<file path="src/rtl/minisrc_ctrl_pkg.sv">
// Shared definitions for the Mini SRC hardwired control unit: opcodes, ALU
// operation codes, sequencer steps and IR field positions.
package minisrc_ctrl_pkg;

    localparam logic [4:0] OP_LD   = 5'b00000;
    localparam logic [4:0] OP_LDI  = 5'b00001;
    localparam logic [4:0] OP_ST   = 5'b00010;
    localparam logic [4:0] OP_ADD  = 5'b00011;
    localparam logic [4:0] OP_SUB  = 5'b00100;
    localparam logic [4:0] OP_AND  = 5'b00101;
    localparam logic [4:0] OP_OR   = 5'b00110;
    localparam logic [4:0] OP_ROR  = 5'b00111;
    localparam logic [4:0] OP_ROL  = 5'b01000;
    localparam logic [4:0] OP_SHR  = 5'b01001;
    localparam logic [4:0] OP_SHRA = 5'b01010;
    localparam logic [4:0] OP_SHL  = 5'b01011;
    localparam logic [4:0] OP_ADDI = 5'b01100;
    localparam logic [4:0] OP_ANDI = 5'b01101;
    localparam logic [4:0] OP_ORI  = 5'b01110;
    localparam logic [4:0] OP_NOP  = 5'b11010;
    localparam logic [4:0] OP_HALT = 5'b11011;

    localparam int OPC_MSB = 31;
    localparam int OPC_LSB = 27;
    localparam int RA_MSB  = 26;
    localparam int RA_LSB  = 23;
    localparam int RB_MSB  = 22;
    localparam int RB_LSB  = 19;
    localparam int RC_MSB  = 18;
    localparam int RC_LSB  = 15;
    localparam int C_MSB   = 18;

    typedef enum logic [3:0] {
        ALU_ADD  = 4'd0,
        ALU_SUB  = 4'd1,
        ALU_AND  = 4'd2,
        ALU_OR   = 4'd3,
        ALU_ROR  = 4'd4,
        ALU_ROL  = 4'd5,
        ALU_SHR  = 4'd6,
        ALU_SHRA = 4'd7,
        ALU_SHL  = 4'd8
    } alu_op_t;

    typedef enum logic [3:0] {
        T0   = 4'd0,
        T1   = 4'd1,
        T2   = 4'd2,
        T3   = 4'd3,
        T4   = 4'd4,
        T5   = 4'd5,
        T6   = 4'd6,
        T7   = 4'd7,
        HALT = 4'd8
    } step_t;

    typedef enum logic [1:0] {
        SEL_RA = 2'd0,
        SEL_RB = 2'd1,
        SEL_RC = 2'd2
    } reg_sel_t;

    // Address arithmetic (ld/ldi/st/addi) and anything unlisted falls back to ADD.
    function automatic alu_op_t alu_for_opcode(input logic [4:0] opc);
        alu_op_t op;
        op = ALU_ADD;
        case (opc)
            OP_SUB:          op = ALU_SUB;
            OP_AND, OP_ANDI: op = ALU_AND;
            OP_OR, OP_ORI:   op = ALU_OR;
            OP_ROR:          op = ALU_ROR;
            OP_ROL:          op = ALU_ROL;
            OP_SHR:          op = ALU_SHR;
            OP_SHRA:         op = ALU_SHRA;
            OP_SHL:          op = ALU_SHL;
            default:         op = ALU_ADD;
        endcase
        return op;
    endfunction

endpackage

</file>
<file path="src/rtl/control_sequencer_reg_select.sv">
// One-hot general-purpose register select: picks Ra, Rb or Rc and decodes it
// to a 16-bit strobe vector, all zero when not enabled.
module reg_select_decoder
    import minisrc_ctrl_pkg::*;
(
    input  logic [3:0]  ra,
    input  logic [3:0]  rb,
    input  logic [3:0]  rc,
    input  reg_sel_t    sel,
    input  logic        en,
    output logic [15:0] onehot
);

    logic [3:0] idx;

    always_comb begin
        idx = ra;
        case (sel)
            SEL_RA:  idx = ra;
            SEL_RB:  idx = rb;
            SEL_RC:  idx = rc;
            default: idx = ra;
        endcase
    end

    genvar gi;
    generate
        for (gi = 0; gi < 16; gi++) begin : g_onehot
            assign onehot[gi] = en && (idx == 4'(gi));
        end
    endgenerate

endmodule

</file>
<file path="src/rtl/control_sequencer.sv">
// Hardwired Mini SRC control unit: fetch in T0-T2, execute in T3-T7, with
// Moore strobes from the step register and Mealy mdr_in during memory waits.
module control_sequencer
    import minisrc_ctrl_pkg::*;
#(
    parameter int ADDR_MODE_ZERO = 1
) (
    input  logic        clock,
    input  logic        clear_n,
    input  logic        run,
    input  logic        mem_ready,
    input  logic [31:0] ir,
    output logic        pc_out,
    output logic        inc_pc,
    output logic        pc_in,
    output logic        mar_in,
    output logic        mdr_in,
    output logic        mdr_out,
    output logic        ir_in,
    output logic        y_in,
    output logic        z_in,
    output logic        zlo_out,
    output logic        c_out,
    output logic        ba_out,
    output logic        read,
    output logic        write,
    output logic [15:0] reg_in,
    output logic [15:0] reg_out,
    output logic [3:0]  alu_op,
    output logic [31:0] c_sext,
    output logic [3:0]  step,
    output logic        halted,
    output logic        illegal
);

    step_t    state_reg, state_next;
    logic     illegal_reg, illegal_next;
    alu_op_t  alu_sel;
    logic     in_en, out_en;
    reg_sel_t in_sel, out_sel;

    logic [4:0] opcode;
    logic [3:0] ra, rb, rc;
    logic       is_ld, is_ldi, is_st, is_rr, is_imm, is_nop, is_halt;
    logic       is_mem, uses_c, legal, base_zero;

    assign opcode = ir[OPC_MSB:OPC_LSB];
    assign ra     = ir[RA_MSB:RA_LSB];
    assign rb     = ir[RB_MSB:RB_LSB];
    assign rc     = ir[RC_MSB:RC_LSB];
    assign c_sext = {{(31 - C_MSB){ir[C_MSB]}}, ir[C_MSB:0]};

    assign is_ld   = (opcode == OP_LD);
    assign is_ldi  = (opcode == OP_LDI);
    assign is_st   = (opcode == OP_ST);
    assign is_rr   = (opcode >= OP_ADD) && (opcode <= OP_SHL);
    assign is_imm  = (opcode == OP_ADDI) || (opcode == OP_ANDI) || (opcode == OP_ORI);
    assign is_nop  = (opcode == OP_NOP);
    assign is_halt = (opcode == OP_HALT);
    assign is_mem  = is_ld || is_st;
    assign uses_c  = is_mem || is_ldi || is_imm;
    assign legal   = is_mem || is_ldi || is_rr || is_imm || is_nop || is_halt;
    // R0 as a base register reads as zero through the BA path.
    assign base_zero = (ADDR_MODE_ZERO != 0) && (rb == 4'd0) && (is_mem || is_ldi);

    always_ff @(posedge clock or negedge clear_n) begin
        if (!clear_n) begin
            state_reg   <= T0;
            illegal_reg <= 1'b0;
        end else begin
            state_reg   <= state_next;
            illegal_reg <= illegal_next;
        end
    end

    always_comb begin
        state_next   = state_reg;
        illegal_next = illegal_reg;
        pc_out       = 1'b0;
        inc_pc       = 1'b0;
        mar_in       = 1'b0;
        mdr_in       = 1'b0;
        mdr_out      = 1'b0;
        ir_in        = 1'b0;
        y_in         = 1'b0;
        z_in         = 1'b0;
        zlo_out      = 1'b0;
        c_out        = 1'b0;
        ba_out       = 1'b0;
        read         = 1'b0;
        write        = 1'b0;
        alu_sel      = ALU_ADD;
        in_en        = 1'b0;
        in_sel       = SEL_RA;
        out_en       = 1'b0;
        out_sel      = SEL_RB;

        case (state_reg)
            T0: begin
                if (run) begin
                    pc_out     = 1'b1;
                    mar_in     = 1'b1;
                    inc_pc     = 1'b1;
                    state_next = T1;
                end
            end
            T1: begin
                read   = 1'b1;
                mdr_in = mem_ready;
                if (mem_ready) state_next = T2;
            end
            T2: begin
                mdr_out    = 1'b1;
                ir_in      = 1'b1;
                state_next = T3;
            end
            T3: begin
                if (is_nop) begin
                    state_next = T0;
                end else if (is_halt) begin
                    state_next = HALT;
                end else if (!legal) begin
                    state_next   = HALT;
                    illegal_next = 1'b1;
                end else begin
                    y_in = 1'b1;
                    if (base_zero) begin
                        ba_out = 1'b1;
                    end else begin
                        out_en  = 1'b1;
                        out_sel = SEL_RB;
                    end
                    state_next = T4;
                end
            end
            T4: begin
                z_in    = 1'b1;
                alu_sel = alu_for_opcode(opcode);
                if (uses_c) begin
                    c_out = 1'b1;
                end else begin
                    out_en  = 1'b1;
                    out_sel = SEL_RC;
                end
                state_next = T5;
            end
            T5: begin
                zlo_out = 1'b1;
                if (is_mem) begin
                    mar_in     = 1'b1;
                    state_next = T6;
                end else begin
                    in_en      = 1'b1;
                    in_sel     = SEL_RA;
                    state_next = T0;
                end
            end
            T6: begin
                if (is_ld) begin
                    read   = 1'b1;
                    mdr_in = mem_ready;
                    if (mem_ready) state_next = T7;
                end else begin
                    out_en     = 1'b1;
                    out_sel    = SEL_RA;
                    mdr_in     = 1'b1;
                    state_next = T7;
                end
            end
            T7: begin
                if (is_ld) begin
                    mdr_out    = 1'b1;
                    in_en      = 1'b1;
                    in_sel     = SEL_RA;
                    state_next = T0;
                end else begin
                    write = 1'b1;
                    if (mem_ready) state_next = T0;
                end
            end
            HALT: begin
                state_next = HALT;
            end
            default: begin
                state_next = T0;
            end
        endcase
    end

    reg_select_decoder u_in_dec (
        .ra     (ra),
        .rb     (rb),
        .rc     (rc),
        .sel    (in_sel),
        .en     (in_en),
        .onehot (reg_in)
    );

    reg_select_decoder u_out_dec (
        .ra     (ra),
        .rb     (rb),
        .rc     (rc),
        .sel    (out_sel),
        .en     (out_en),
        .onehot (reg_out)
    );

    assign pc_in   = 1'b0;
    assign alu_op  = alu_sel;
    assign step    = state_reg;
    assign halted  = (state_reg == HALT);
    assign illegal = illegal_reg;

endmodule

</file>
<file path="config.mk">
export PLATFORM = sky130hd
export DESIGN_NAME = control_sequencer
export DESIGN_NICKNAME = d
export VERILOG_FILES = /design/src/rtl/minisrc_ctrl_pkg.sv /design/src/rtl/control_sequencer_reg_select.sv /design/src/rtl/control_sequencer.sv
export SDC_FILE = /design/constraint.sdc
export NUM_CORES = 1
export LEC_CHECK = 0
export CAP_MARGIN = 10
export CORE_MARGIN = 1
export CORE_UTILIZATION = 32
export DETAILED_ROUTE_END_ITERATION = 12
export GPL_ROUTABILITY_DRIVEN = 0
export PLACE_DENSITY = 0.83
export SYNTH_ARGS = -nofsm -noshare
export SYNTH_HDL_FRONTEND = slang
export SYNTH_SLANG_ARGS = --single-unit
export TNS_END_PERCENT = 10
</file>
<file path="constraint.sdc">
create_clock -name clock -period 3.4 [get_ports clock]
set_clock_uncertainty 0.2 [all_clocks]
set_input_delay 0.51 -clock clock [delete_from_list [all_inputs] [get_ports clock]]
set_output_delay 0.51 -clock clock [all_outputs]
set_load 0.01 [all_outputs]
</file>
==> results of run 1 <==
[worst reg2reg max path, delay by kind of cell, from the launching register on]
| kind | cells | cell delay (ps) |
|---|---|---|
| AO/OA/AOI/OAI | 3 | 530 |
| AND/OR/NAND/NOR | 2 | 830 |
| buffers and inverters | 3 | 440 |
| flip-flops | 1 | 380 |
[worst max-delay path by stage]
stage,from,end,slack [ps],cells past startpoint
2_1_floorplan,step[0],reg_out[1],70,10
3_3_place_gp,ir[27],reg_out[13],-890,14
3_5_place_dp,ir[27],reg_out[9],-1000,14
4_1_cts,step[3],reg_out[0],-30,16
5_1_grt,ir[28],reg_out[13],-180,14
6_report,ir[29],reg_out[13],-50,12
[per-stage QoR]
stage	TNS, ps	setup WS [ps]	instance area, um2	power [uW]	cells
after floorplan	0	68.1	1430	719	211
after CTS	-57.8	-31.9	2580	1440	357
after global placement	-18020	-892	2380	1100	347
after global routing	-1370	-176	2640	1580	357
final	-53.7	-53.7	2640	1470	357
after detailed placement	-20880	-1000	2380	1120	347
[routing by layer]
layer,up-vias,GRT usage (%)
met5,-,0
met4,0,10.5
met3,20,5.59
met2,103,39.4
met1,833,22.8
li1,880,-
[kinds of logic after synthesis]
logic type / Yosys count / share of synthesized area (%)
AND/OR/NAND/NOR: 111 / 41.1
adder cells (fa/ha/maj): 7 / 6.12
AO/OA/AOI/OAI: 34 / 19.1
flip-flops: 5 / 8.74
other: 1 / 0.262
buffers and inverters: 52 / 24.1
XOR/XNOR: 1 / 0.612
[power breakdown]
group | switching (uW) | internal, uW
clock | 31.5 | 80.7
combinational | 641 | 617
sequential | 14.5 | 88.0
total | 687 | 786
[cells in the mapped netlist, types with 3 or more instances]
| library cell | count | share of area (%) |
|---|---|---|
| nor2_2 | 9 | 3.9 |
| nor3_1 | 11 | 3.8 |
| ha_1 | 7 | 6.1 |
| nand2b_1 | 4 | 1.7 |
| clkbuf_1 | 3 | 0.79 |
| a21oi_1 | 3 | 1.0 |
| nor2b_1 | 4 | 1.7 |
| nor2_1 | 30 | 7.9 |
| a21o_1 | 3 | 1.6 |
| nand2_1 | 28 | 7.3 |
| buf_4 | 35 | 18 |
| a22oi_1 | 4 | 2.1 |
| dfrtp_1 | 5 | 8.7 |
| buf_2 | 3 | 1.0 |
| nand3b_1 | 4 | 2.1 |
| nor4_1 | 3 | 1.3 |
| inv_1 | 9 | 2.4 |
| o21ai_0 | 8 | 2.8 |
[layout by cell type, fill, tap and decap left out, drive strengths merged, types with 5 or more instances in the layout]
| cell type | instances |
|---|---|
| clkbuf | 7 |
| dlymetal6s2s | 13 |
| inv | 9 |
| nor3 | 11 |
| o21ai | 8 |
| nor2 | 40 |
| ha | 7 |
| dlygate4sd2 | 8 |
| buf | 57 |
| nand2 | 29 |
| dfrtp | 5 |
| a21oi | 5 |
| clkdlybuf4s50 | 53 |
[cell type report]
cell class	instances	area (um2)	area share, %
timing repair buffer	135	1190	45.3
multi-input combinational	154	1170	44.4
sequential	5	125	4.75
tap	50	62.6	2.37
clock buffer	4	45.0	1.71
inverter	9	36.3	1.38
[timing repair]
action	4_1_cts	5_1_grt
hold buffers	0	0
endpoints found under the hold margin	0	0
resized for setup	115	32
endpoints found under the setup margin	35	29
pin swaps	16	7
buffers inserted	6	0
==> flow_metrics.py, run 1 <==
metrics = {
    "yosys": {
        "ys.flop_type": "dfrtp_1",
        "synth-seq-cells": 5,
        "ys_async_sr_fraction_pct": 100,
        "yosysWarnings": 0,
        "ys_seq_area_share_pct": 8.74,
        "syn_inst": 211,
        "ys_types": 50,
        "synthesis.area_um2": 1430,
        "synth_fp_nets": 254,
        "avgSynthCellArea_um2": 6.78,
        "synth_edf_count": 0,
    },
    "die": {
        "num_rows": 23,
        "dieArea_um2": 4740,
        "die_h_um": 68.9,
        "die_w_um": 68.9,
        "core-area_um2": 4140,
        "pin_count": 124,
        "start_util_pct": 34.5,
    },
    "pwr": {
        "power_density_nw_per_um2": 559,
        "vdd_drop_max_mv": 0.314,
        "leakage_uw": 0.00133,
    },
    "sta": {
        "period_minus_slack_ps": 3450,
        "setup_slack_ps": -53.7,
        "slew_headroom_pct": 51.9,
        "maxClockFrequency_ghz": 0.290,
        "min_period_over_period_pct": 102,
        "rsz0062_at_grt": "true",
        "setup_violations": 1,
        "worst_pin_slew_ps": 712,
        "drv_slew": 0,
        "timing.hold.ws_ps": 266,
        "hold_viol": 0,
    },
    "worst_hold_path": {
        "hold_start": "illegal",
        "min_path_cells": 1,
        "hp-class": "register to register",
        "hold_end": "illegal",
    },
    "worst_setup_path": {
        "critPathRequiredTime_ps": 2690,
        "rr_endpoint": "step[2]",
        "critPathArrivalTime_ps": 2740,
        "cp_slowest_cell": "nor4b_4",
        "start_kind": "input port",
        "endpoint_kind": "primary output",
        "crit_top_cell": "nor2_4",
        "cp_cell_sequence": "dlygate4sd2_1 > buf_4 > nor4b_4 > nor2_4 > nor2_4 > ha_4 > buf_4 > o21ai_4 > nor2b_4 > nand2_2 > nor2_4 > clkdlybuf4s15_2",
        "critPathTopFamily": "simple AND/OR/NAND/NOR gates",
        "crit_fanout": 4,
        "r2r_slack_ps": 910,
        "crit_path_max_incr_delay_ps": 390,
        "worstSetupPathType": "input port to primary output",
        "reg2reg_from": "step[2]",
        "worst-path-buf-inv": 4,
        "r2r.worst_path.cells": 8,
    },
    "clock_network": {
        "numClockSinks": 5,
        "cts_buffers": 3,
        "ctsHtreeMaxLevel": 1,
        "cts_buffer_depth": 2,
        "clkLatencyLatePin_ps": 230,
        "clkTransAtPathRegs_ps": 30,
        "cts_tree": "yes",
        "cts_root_buf": "clkbuf_8",
    },
    "routing": {
        "ant_nets": 0,
        "top_layer": "met4",
        "drc_errors": 0,
        "wl_met1_um": 1950,
        "drtIter0Drc": 53,
        "dr_wl_met3_um": 486,
        "first_pass_iters": 4,
        "vias": 1836,
        "post_drt_via_cell_ratio": 5.14,
        "drt_wl_total_um": 5220,
        "post_drt_wl_per_cell_um": 14.6,
        "dr_wl_met2_um": 2620,
    },
    "place": {
        "dp_hpwl_um": 3900,
        "io_buffer_count": 92,
    },
    "finish": {
        "antenna_cells": 0,
        "drive_gt1_share_pct": 38.4,
        "fillCellCount": 369,
        "fin_nets": 351,
        "area_growth_pct": 84.1,
        "largest_reg_flops": 4,
        "postLayoutCoreUtil_pct": 63.6,
    },
    "global_routing": {
        "grt_overflow": 0,
        "first_global_vias": 1696,
        "grt_max_degree": 17,
        "grt_usage_pct": 21.6,
        "grt_pass1_wl_um": 7680,
        "antenna_found_initial": 0,
    },
    "job": {
        "maxCapViolCount": 0,
    },
    "outcome": {
        "outcome": "complete, but fails checks",
        "violations": "negative setup slack",
    },
}
Note: power is estimated with default switching activity, not from simulation.
==> run 2, diff against run 1 <==
Settings changed: PLACE_DENSITY 0.83 to 0.9, SETUP_SLACK_MARGIN set to 0.05.
==> flow_metrics.py, run 2 (synthesized netlist as in run 1, its figures left out) <==
metrics = {
    "place": {
        "io_buffer_count": 92,
        "numPlacedInstances": 347,
        "dpl_worst_slack_ps": -1070,
        "dp_hpwl_um": 4000,
        "placed_area_um2": 2380,
    },
    "sta": {
        "setup_slack_ps": -1.86,
        "period_minus_slack_ps": 3400,
        "drv_slew": 0,
        "hold_viol": 0,
        "worst_pin_slew_ps": 608,
        "min_period_over_period_pct": 100,
        "setup_violations": 1,
        "rsz0062_at_grt": "true",
        "timing.hold.ws_ps": 280,
        "slew_headroom_pct": 58.9,
        "maxClockFrequency_ghz": 0.294,
    },
    "outcome": {
        "outcome": "complete, but fails checks",
        "violations": "negative setup slack",
    },
    "finish": {
        "finalNonFillerCells": 363,
        "postLayoutCoreUtil_pct": 64.8,
        "seqCellArea_um2": 125,
        "fillCellCount": 325,
        "antenna_cells": 0,
        "layout_common_cells": "53 x clkdlybuf4s50_1, 46 x buf_4, 23 x nand2_1",
        "area_growth_pct": 87.5,
        "multi_input_area_um2": 1190,
        "largest_reg_flops": 4,
        "final_area_um2": 2680,
        "fin_nets": 357,
        "drive_gt1_share_pct": 42.2,
        "final_common_cell": "clkdlybuf4s50_1",
    },
    "routing": {
        "vias": 1907,
        "drc_errors": 0,
        "post_drt_wl_per_cell_um": 15.7,
        "wl_met1_um": 2180,
        "drt_wl_total_um": 5710,
        "post_drt_via_cell_ratio": 5.25,
        "top_layer": "met4",
        "dr_wl_met2_um": 2980,
        "dr_wl_met3_um": 447,
        "first_pass_iters": 4,
        "ant_nets": 0,
        "drtIter0Drc": 63,
    },
    "worst_setup_path": {
        "critPathArrivalTime_ps": 2690,
        "r2r.worst_path.cells": 8,
        "critPathRequiredTime_ps": 2690,
        "cp.depth": 13,
        "worst-path-buf-inv": 5,
        "start_kind": "input port",
        "critPathTopFamily": "buffers and inverters",
        "cp_cell_sequence": "dlygate4sd2_1 > o31ai_2 > inv_1 > nor2_4 > inv_2 > ha_4 > a22oi_2 > o21ai_2 > nor2_2 > buf_4 > nand2_1 > nor2_1 > buf_2",
        "endpoint_kind": "primary output",
        "crit_path_max_incr_delay_ps": 360,
        "crit_fanout": 6,
        "cp_slowest_cell": "o31ai_2",
        "worstSetupPathType": "input port to primary output",
    },
    "clock_network": {
        "cts_tree": "yes",
        "cts_root_buf": "clkbuf_8",
        "clkLatencyLatePin_ps": 220,
        "clkTransAtPathRegs_ps": 30,
        "numClockSinks": 5,
        "cts_buffer_depth": 2,
        "ctsHtreeMaxLevel": 1,
        "cts_buffers": 3,
    },
    "die": {
        "dieArea_um2": 4740,
        "die_w_um": 68.9,
        "pin_count": 124,
        "start_util_pct": 34.5,
        "core-area_um2": 4140,
        "die_h_um": 68.9,
        "num_rows": 23,
    },
    "global_routing": {
        "grt_overflow": 0,
        "grt_usage_pct": 22.4,
        "grt_max_degree": 17,
        "grt_pass1_wl_um": 7980,
        "antenna_found_initial": 0,
        "first_global_vias": 1742,
    },
    "pwr": {
        "leakage_uw": 0.00134,
        "vdd_drop_max_mv": 0.336,
        "power_density_nw_per_um2": 572,
    },
    "worst_hold_path": {
        "hp-class": "register to register",
        "min_path_cells": 1,
    },
    "job": {
        "maxCapViolCount": 0,
    },
}
[run 2: cell count changes in the layout (fill, tap and decap cells not counted), moves of 2 or more]
cell	previous run	this run
dlymetal6s2s_1	13	10
buf_2	12	16
nor3_2	0	2
nand2_1	26	23
nand2_2	3	6
buf_4	43	46
buf_6	2	5
o21a_4	0	2
nor2_1	24	22
[run 2: final timing paths]
kind | startpoint | endpoint | slack (ps)
min in group asynchronous | clear_n | step[2] | 310
min | illegal | illegal | 280
min reg2reg | illegal | illegal | 280
max in group asynchronous | clear_n | step[1] | 2500
max | ir[31] | reg_out[0] | -2
max reg2reg | step[2] | step[2] | 920
[run 2: report_power, final]
group	total (uW)	internal (uW)	switching, uW
registers	104	88.0	16.0
logic	1320	637	686
clock network	107	80.3	27.2
[run 2: layout make-up]
class	instances	area share, %
clock buffers	4	1.68
flip-flops and latches	5	4.66
inverters	9	1.45
repair buffers	141	45.7
multi-input cells	154	44.2
well taps	50	2.33
[run 2: timing repair]
item	4_1_cts	5_1_grt
hold buffers	0	0
resized for setup	130	36
setup buffers	7	5
endpoints found under the setup margin	35	30
pin swaps	13	13
gates cloned	0	0
[run 2: metal layers]
| layer | track usage (%) | vias to the layer above |
|---|---|---|
| li1 | - | 891 |
| met1 | 24.3 | 912 |
| met2 | 40.7 | 90 |
| met3 | 5.76 | 14 |
| met4 | 9.69 | 0 |
| met5 | 0 | - |
[run 2: metrics by stage]
| stage | setup TNS (ps) | total power, uW |
|---|---|---|
| global route | -708 | 1630 |
| finish | -1.86 | 1530 |
| global placement | -16620 | 1080 |
| floorplan | 0 | 719 |
| CTS | 0 | 1420 |
| detailed placement | -20440 | 1110 |
==> run 3, diff against run 2 <==
Settings changed: ABC_AREA set to 1, CORE_MARGIN 1 to not set, CORE_UTILIZATION 32 to 33, PLACE_DENSITY 0.9 to 0.92, SKIP_CTS_REPAIR_TIMING set to 1.
==> flow_metrics.py, run 3 <==
metrics = {
    "outcome": {
        "outcome": "completed",
    },
    "clock_network": {
        "clkTransAtPathRegs_ps": 40,
        "cts_buffer_depth": 2,
        "cts_root_buf": "clkbuf_8",
        "cts_buffers": 3,
        "numClockSinks": 5,
        "clkLatencyLatePin_ps": 220,
        "ctsHtreeMaxLevel": 1,
        "cts_tree": "yes",
    },
    "worst_setup_path": {
        "rr_endpoint": "step[2]",
        "crit_path_max_incr_delay_ps": 520,
        "critPathRequiredTime_ps": 2690,
        "start_kind": "input port",
        "critPathArrivalTime_ps": 2570,
        "crit_fanout": 8,
        "crit_top_cell": "buf_4",
        "worstSetupPathType": "input port to primary output",
        "reg2reg_from": "step[1]",
        "worst-path-buf-inv": 7,
        "r2r.worst_path.cells": 7,
        "critPathTopFamily": "buffers and inverters",
        "cp_cell_sequence": "clkdlybuf4s50_1 > inv_2 > buf_4 > nand3_4 > nand2_4 > buf_4 > ha_4 > inv_4 > nand2_1 > o21ai_2 > buf_4 > nor2_4 > nand2_4 > nor2_1 > clkbuf_2",
        "cp_slowest_cell": "clkdlybuf4s50_1",
        "r2r_slack_ps": 1760,
        "endpoint_kind": "primary output",
    },
    "global_routing": {
        "antenna_found_initial": 0,
        "grt_usage_pct": 17.8,
        "grt_pass1_wl_um": 6470,
        "grt_overflow": 0,
        "first_global_vias": 1578,
        "grt_max_degree": 12,
    },
    "sta": {
        "period_minus_slack_ps": 3280,
        "maxClockFrequency_ghz": 0.304,
        "setup_violations": 0,
        "tns_ps": 0,
        "timing.hold.ws_ps": 314,
        "min_period_over_period_pct": 96.6,
        "drv_slew": 0,
        "hold_viol": 0,
        "rsz0062_at_grt": "false",
    },
    "yosys": {
        "yosysTopAreaCellShare_pct": 17.6,
        "synth_edf_count": 0,
        "synthesis.area_um2": 1450,
        "yosysWarnings": 0,
        "ys_types": 30,
        "syn_inst": 234,
        "synth_fp_nets": 277,
        "synth-seq-cells": 5,
        "ys.flop_type": "dfrtp_1",
        "synth_common_cells": "54 x nor2_1, 41 x nand2_1, 34 x buf_4",
        "ys_seq_area_share_pct": 8.64,
        "synth_area_leaders": "buf_4 18%, nor2_1 14%, nand2_1 11%",
        "yosysMostFrequentCell": "nor2_1",
        "avgSynthCellArea_um2": 6.19,
        "synth_area_leader_cell": "buf_4",
        "ys_async_sr_fraction_pct": 100,
    },
    "routing": {
        "first_pass_iters": 4,
        "drtIter0Drc": 57,
        "ant_nets": 0,
        "vias": 1740,
        "post_drt_wl_per_cell_um": 12.0,
        "post_drt_via_cell_ratio": 4.70,
        "drc_errors": 0,
        "drt_wl_total_um": 4450,
    },
    "pwr": {
        "leakage_uw": 0.00118,
        "vdd_drop_max_mv": 0.235,
        "power_density_nw_per_um2": 471,
        "finalPower_uw": 1150,
    },
    "job": {
        "maxCapViolCount": 0,
    },
    "finish": {
        "drive_gt1_share_pct": 32.8,
        "largest_reg_flops": 4,
        "fin_nets": 364,
        "area_growth_pct": 68.5,
        "antenna_cells": 0,
        "fillCellCount": 385,
        "layout_common_cells": "72 x clkdlybuf4s50_1, 49 x nor2_1, 37 x nand2_1",
        "final_common_cell": "clkdlybuf4s50_1",
    },
    "worst_hold_path": {
        "hold_start": "illegal",
        "hp-class": "register to register",
        "min_path_cells": 2,
        "hold_end": "illegal",
    },
    "place": {
        "io_buffer_count": 92,
        "dp_hpwl_um": 3650,
    },
    "die": {
        "num_rows": 23,
        "pin_count": 124,
        "start_util_pct": 35.2,
        "dieArea_um2": 4660,
        "die_w_um": 68.3,
        "core-area_um2": 4120,
        "die_h_um": 68.3,
    },
}
==> run 3: changes by cell type in the layout (fill, tap and decap cells not counted), moves of 9 or more <==
cell	previous run	this run
inv_1	5	17
buf_2	16	6
inv_2	2	14
buf_4	46	23
nor2_1	22	49
clkdlybuf4s50_1	53	72
nand2_1	23	37
dlygate4sd2_1	9	0
==> run 3: area by class of cell <==
cell class	instances	area [um2]	share of cell area, %
multi-input cells	162	1040	42.8
repair buffers	116	1030	42.4
clock buffers	4	45.0	1.85
inverters	33	129	5.28
flip-flops and latches	5	125	5.13
well taps	50	62.6	2.56
==> run 3: worst reg2reg max path, stage by stage (launching register included) <==
cell and delay (ps):
dfrtp_1 430, buf_4 180, nor3_4 220, o211ai_1 180, buf_4 180, nand3_1 80
nand2_1 50, nand2_1 60
==> run 3: metrics by stage <==
stage / cells / worst slack [ps] / cell area, um2 / util [%]
global placement: 364 / -626 / 2340 / 56.9
global route: 370 / 19.0 / 2440 / 59.3
floorplan: 234 / 338 / 1450 / -
CTS: 368 / -736 / 2390 / 58.0
detailed placement: 364 / -724 / 2340 / 56.9
finish: 370 / 115 / 2440 / 59.3
==> run 3: cell families (layout without fill, tap and decap cells) <==
family | count (synthesis) | after routing | synth area share [%]
flops | 5 | 5 | 8.64
buf+inv | 67 | 153 | 26.3
simple gates | 138 | 138 | 51.9
fa+ha+maj | 7 | 7 | 6.04
compound gates | 16 | 16 | 6.82
other cells | 1 | 1 | 0.259
==> run 3: metal layers <==
| metal | track usage (%) | vias up | part of all wire [%] |
|---|---|---|---|
| met4 | 5.73 | 0 | 1.5 |
| met5 | 0 | - | 0 |
| met3 | 2.00 | 12 | 5.9 |
| li1 | - | 861 | - |
| met2 | 34.3 | 70 | 52 |
| met1 | 19.7 | 797 | 41 |
==> run 3: how the worst max path moves through the flow <==
stage / end / from / depth (start not counted)
4_1_cts: reg_out[15] / ir[28] / 18
3_5_place_dp: reg_out[15] / ir[28] / 18
5_1_grt: reg_out[8] / ir[31] / 17
6_report: reg_out[8] / ir[31] / 15
3_3_place_gp: reg_out[11] / ir[28] / 18
2_1_floorplan: reg_out[11] / ir[27] / 16
==> run 3: report_power, final <==
group / leakage [uW] / total, uW / internal, uW / switching [uW]
registers: 0.0000601 / 104 / 81.1 / 22.7
logic: 0.00110 / 932 / 396 / 536
clock network: 0.0000228 / 114 / 80.8 / 32.8
